File: src/rtl/pwm_gen_multi.sv
// Multi-channel PWM generator with shadowed high/low counts, reloaded at period boundaries.
// Define PWM_ONESHOT_EN to add cfg_oneshot: a oneshot channel runs one period then disarms.
module pwm_gen_multi #(
    parameter int NCH   = 4,
    parameter int CNT_W = 26,
    parameter int CH_W  = (NCH > 1) ? $clog2(NCH) : 1
) (
    input  logic             clk0,
    input  logic             rst_n,
    input  logic             cfg_we,
    input  logic [CH_W-1:0]  cfg_ch,
    input  logic             cfg_en,
    input  logic [CNT_W-1:0] cfg_high,
    input  logic [CNT_W-1:0] cfg_low,
`ifdef PWM_ONESHOT_EN
    input  logic             cfg_oneshot,
`endif
    output logic [NCH-1:0]   pwm_out,
    output logic [NCH-1:0]   period_done,
    output logic [NCH-1:0]   busy
);

    // state | meaning
    // IDLE  | output low, waiting for enable and a non-zero high/low pair
    // HIGH  | output high, cnt = cycles left after the current one
    // LOW   | output low,  cnt = cycles left after the current one
    typedef enum logic [1:0] {IDLE, HIGH, LOW} state_t;

    for (genvar i = 0; i < NCH; i++) begin : g_ch
        state_t           st, st_nx;
        logic             en, en_nx, wr, eff_os;
        logic [CNT_W-1:0] sh_h, sh_l, act_h, act_l, cnt;
        logic [CNT_W-1:0] act_h_nx, act_l_nx, cnt_nx, src_h, src_l;
        logic             pwm_q, done_q, busy_q, pwm_nx, done_nx, ld, bnd;

        assign wr = cfg_we && (32'(cfg_ch) == i);

`ifdef PWM_ONESHOT_EN
        logic os;
        always_ff @(posedge clk0 or negedge rst_n) begin
            if (!rst_n)  os <= 1'b0;
            else if (wr) os <= cfg_oneshot;
        end
        assign eff_os = os;
`else
        assign eff_os = 1'b0;
`endif

        always_comb begin
            st_nx    = st;
            en_nx    = en;
            cnt_nx   = cnt;
            act_h_nx = act_h;
            act_l_nx = act_l;
            pwm_nx   = pwm_q;
            done_nx  = 1'b0;
            ld       = 1'b0;
            bnd      = 1'b0;
            // A write landing on the boundary cycle bypasses the shadow.
            src_h    = wr ? cfg_high : sh_h;
            src_l    = wr ? cfg_low  : sh_l;
            case (st)
                IDLE: begin
                    pwm_nx = 1'b0;
                    if (en && (|{sh_h, sh_l})) begin
                        ld    = 1'b1;
                        src_h = sh_h;
                        src_l = sh_l;
                    end
                end
                HIGH: begin
                    if (cnt != '0) begin
                        cnt_nx  = cnt - CNT_W'(1);
                        done_nx = (act_l == '0) && (cnt == CNT_W'(1));
                    end else if (act_l != '0) begin
                        st_nx   = LOW;
                        pwm_nx  = 1'b0;
                        cnt_nx  = act_l - CNT_W'(1);
                        done_nx = (act_l == CNT_W'(1));
                    end else begin
                        bnd = 1'b1;
                    end
                end
                LOW: begin
                    if (cnt != '0) begin
                        cnt_nx  = cnt - CNT_W'(1);
                        done_nx = (cnt == CNT_W'(1));
                    end else begin
                        bnd = 1'b1;
                    end
                end
                default: st_nx = IDLE;
            endcase

            if (bnd) begin
                if (eff_os) begin
                    st_nx  = IDLE;
                    pwm_nx = 1'b0;
                    cnt_nx = '0;
                    en_nx  = 1'b0;
                end else begin
                    ld = 1'b1;
                end
            end

            if (ld) begin
                act_h_nx = src_h;
                act_l_nx = src_l;
                if (src_h != '0) begin
                    st_nx   = HIGH;
                    pwm_nx  = 1'b1;
                    cnt_nx  = src_h - CNT_W'(1);
                    done_nx = (src_l == '0) && (src_h == CNT_W'(1));
                end else if (src_l != '0) begin
                    st_nx   = LOW;
                    pwm_nx  = 1'b0;
                    cnt_nx  = src_l - CNT_W'(1);
                    done_nx = (src_l == CNT_W'(1));
                end else begin
                    st_nx   = IDLE;
                    pwm_nx  = 1'b0;
                    cnt_nx  = '0;
                    done_nx = 1'b0;
                end
            end

            if (wr) begin
                en_nx = cfg_en;
                if (!cfg_en) begin
                    st_nx   = IDLE;
                    pwm_nx  = 1'b0;
                    cnt_nx  = '0;
                    done_nx = 1'b0;
                end
            end
        end

        always_ff @(posedge clk0 or negedge rst_n) begin
            if (!rst_n) begin
                st     <= IDLE;
                en     <= 1'b0;
                sh_h   <= '0;
                sh_l   <= '0;
                act_h  <= '0;
                act_l  <= '0;
                cnt    <= '0;
                pwm_q  <= 1'b0;
                done_q <= 1'b0;
                busy_q <= 1'b0;
            end else begin
                st     <= st_nx;
                en     <= en_nx;
                act_h  <= act_h_nx;
                act_l  <= act_l_nx;
                cnt    <= cnt_nx;
                pwm_q  <= pwm_nx;
                done_q <= done_nx;
                busy_q <= (st_nx != IDLE);
                if (wr) begin
                    sh_h <= cfg_high;
                    sh_l <= cfg_low;
                end
            end
        end

        assign pwm_out[i]     = pwm_q;
        assign period_done[i] = done_q;
        assign busy[i]        = busy_q;
    end

endmodule

File: config.mk
export PLATFORM = sky130hd
export DESIGN_NAME = pwm_gen_multi
export DESIGN_NICKNAME = d
export VERILOG_FILES = /design/src/rtl/pwm_gen_multi.sv
export SDC_FILE = /design/constraint.sdc
export NUM_CORES = 2
export LEC_CHECK = 0
export ABC_AREA = 1
export CAP_MARGIN = 20
export CORE_UTILIZATION = 50
export CTS_BUF_LIST = sky130_fd_sc_hd__clkbuf_16
export DETAILED_ROUTE_END_ITERATION = 16
export DONT_BUFFER_PORTS = 1
export GPL_TIMING_DRIVEN = 1
export SYNTH_ARGS = -nofsm -noshare
export SYNTH_HDL_FRONTEND = slang
export SYNTH_SLANG_ARGS = --single-unit
File: constraint.sdc
create_clock -name clk0 -period 4.16 [get_ports clk0]
set_input_delay 0 -clock clk0 [delete_from_list [all_inputs] [get_ports clk0]]
set_output_delay 0 -clock clk0 [all_outputs]
set_load 0.005 [all_outputs]
==> impl_results.md <==
- Status: finished with violations
- Violated checks: negative hold slack
- F_max: 260.1 MHz
- Reg-to-Reg Start: g_ch[2].sh_l[10]
- Critical path type: flop to flop
- Crit path DAT: between 4 and 5 ns
- Remaining antenna violation count after routing: 0
- Register-to-register setup slack: about 0.32 ns
- Ports: 70
- Worst hold path class: input pin to asynchronous set/reset pin
- Vias per cell: 5.676
- Vias: 40.10k
- Slew HR: 9.195%
- Root Driver: clkbuf_16
- Total GRT Usage: between 30% and 40%
- Core ar.: 0.07296 mm²
- Post-synthesis cell count: 6072
- Share of layout cells above drive strength 1: 5.170%
- Routed wire per std cell: 20.17 µm
- Slew @ Worst Pin: roughly 1.4 ns
- DP Wirelength: 106900 µm
- Fill count: 7615
- Largest net degree at the start of global routing: 441
- Mapped cell area: around 0.037 mm²
- Avg Cell Area, Syn: ~6 µm²
- Num CTS Buffers: 55
- Worst clock skew: 0.02090 ns
- Setup WS post-layout: between 0.3 and 0.4 ns
- Setup Viol. Count Final: 0
- Quantity of I/O buffers inserted on ports: 0
- Htree depth: 2
- Async set-reset flop share out of synthesis: 100.0%
- DRC Markers: 0
- Synth warn: 0
- DRC marker count from the first detailed-route iteration: roughly 4.3k
- Maximum VDD drop: 0.6974 mV
- Tcrit/Tclk final: 92.41%
- Initial antenna violation count: 20
- Tmin final: 3.844 ns
- Placed Instance Area: 0.03776 mm²
- RSZ-0062 raised after global routing: false
- Reg2Reg Depth: 20
- FP Rows: 99
- Die area: around 0.075 mm²
- Setup slack at placement: 0.2984 ns
- Main synth FF type: dfrtp_1
- CTS Sinks: 440
- Die H: 273.7 µm
- Remaining Overflow, GRT: 0
- Crit. End Element: flop
- WP data required: 4.68 ns
- Clock buffer depth: 3
- Vias in the first global route: 36.36k
- Fin area: 0.04023 mm²
- Commonest non-fill, non-tap cell in the layout: nand2_1
- Worst skew pair latency: between 0.6 and 0.7 ns
- Hold_ws: -0.9395 ns
- TritonRoute pass-1 iters: 6
- CP Max Fanout: 18
- CTS tree: built
- First-pass GRT wire length: 216300 µm
- CP Launch Type: flop
- Synth area leader: dfrtp_1
- EDFF count, synth: 0
- CP startpoint: g_ch[2].sh_l[10]
- Synth area leaders: dfrtp_1, nand2_1, nor2_1, nand3_1, inv_1
- Mapped Nets: around 6.2k
- Post-synthesis sequential area ratio: 29.82%
- Most frequent cells in the layout: nand2_1, nor2_1, inv_1
- Critical R2R Capture: g_ch[2].cnt[10]
- Final-report hold violation count: 440
- Area share of the largest cell type after synthesis: 29.82%
- Maxcap violations: 0
- Setup total negative slack: 0 ns
- Leakage power: 19.48 nW
- Final-stage net count: 6157
- CTS Hold Bufs: 58
- GP Congestion: 0.9934
- Area delta synth->final: 8.985%
- Max Transition Viols Final: 0
- Starting density of the core: around half
- Netlist cell types: 61
- Die Wd: ~270 µm
- Cell Pwr Density: 692.9 mW/mm²
- Synth Register Bits: 440
- Wirelength, routed: 142500 µm
- Clk slew on worst S/H paths: 0.06 ns
[state kept, by name, indices dropped and copies added, names as in the netlist, 8 cells and up]
register    cells
g_ch.sh_h     104
g_ch.act_l    104
g_ch.st         8
g_ch.cnt      104
g_ch.sh_l     104
[how the worst max path moves through the flow]
stage,cells after the start,endpoint
floorplan,19,g_ch[3].cnt[20]
global placement,18,g_ch[3].busy_q
detailed placement,18,g_ch[3].busy_q
CTS,18,g_ch[3].busy_q
global route,21,g_ch[1].cnt[17]
finish,20,g_ch[2].cnt[10]
[Yosys cell counts (70+ instances only)]
library cell,instances
nand2_1,1827
nor2_1,813
inv_1,697
nand3_1,530
o21ai_0,463
dfrtp_1,440
a21oi_1,189
xor2_1,141
o21ai_1,137
clkbuf_1,123
nand3b_1,70
nor3_1,70
[critical path, cell delays in order (launching register included)]
cell,delay [ns]
dfrtp_1,0.40
nor2_1,0.14
nand3_1,0.12
nor2_1,0.10
nand2_1,0.05
nor2_1,0.20
nand2_2,0.09
nand2_2,0.22
buf_4,0.26
nand2_1,0.07
o21ai_1,0.31
ha_1,0.30
nand3_1,0.21
inv_1,0.13
nand2_1,0.17
nor2_2,0.25
nand2_1,0.17
nand3_1,0.12
nand2_1,0.09
nand3_1,0.19
a21oi_1,0.11
[cell type report]
cell class	count	area (µm²)	share of cell area [%]
diodes	12	30.03	0.07463
clock buffers	55	1376	3.421
clock inverters	48	471.7	1.172
inverters	754	2833	7.040
multi-input cells	4653	21990	54.67
flip-flops and latches	440	11010	27.37
well taps	959	1200	2.982
repair buffers	143	1319	3.278
[cell families after synthesis]
family          count (synthesis)  synth area share, %
compound gates                941                13.91
xor+xnor                      173                4.104
fa+ha+maj                      52                1.762
buf+inv                       979                10.69
flops                         440                29.82
simple gates                 3487                39.71
[where the power goes]
group / internal [mW] / switching (mW)
clock network: 2.96 / 2.12
registers: 5.74 / 1.48
logic: 4.82 / 10.8
total: 13.5 / 14.4
[metal layers]
layer / global-route usage [%] / wire length [µm] / vias to the layer above
met5: 0 / 62 / -
met4: 11.10 / 4328 / 10
met3: 6.123 / 13290 / 264
met2: 57.44 / 62140 / 1661
met1: 53.73 / 62680 / 18730
li1: - / - / 19430
[per-stage QoR]
step | util (%) | cells | total power [mW]
finish | 55.15 | 7064 | 27.88
global route | 55.12 | 7055 | 30.07
CTS | 55.08 | 7051 | 27.62
detailed placement | 51.75 | 6890 | 22.36
global placement | 51.75 | 6890 | 22.29
floorplan | - | 6072 | 17.88
[repair_timing]
item	in CTS	in global routing
endpoints found under the setup margin	0	2
endpoints found under the hold margin	771	440
gates resized for setup	0	1
buffers inserted	0	1
(Power assumes the default switching activity.)
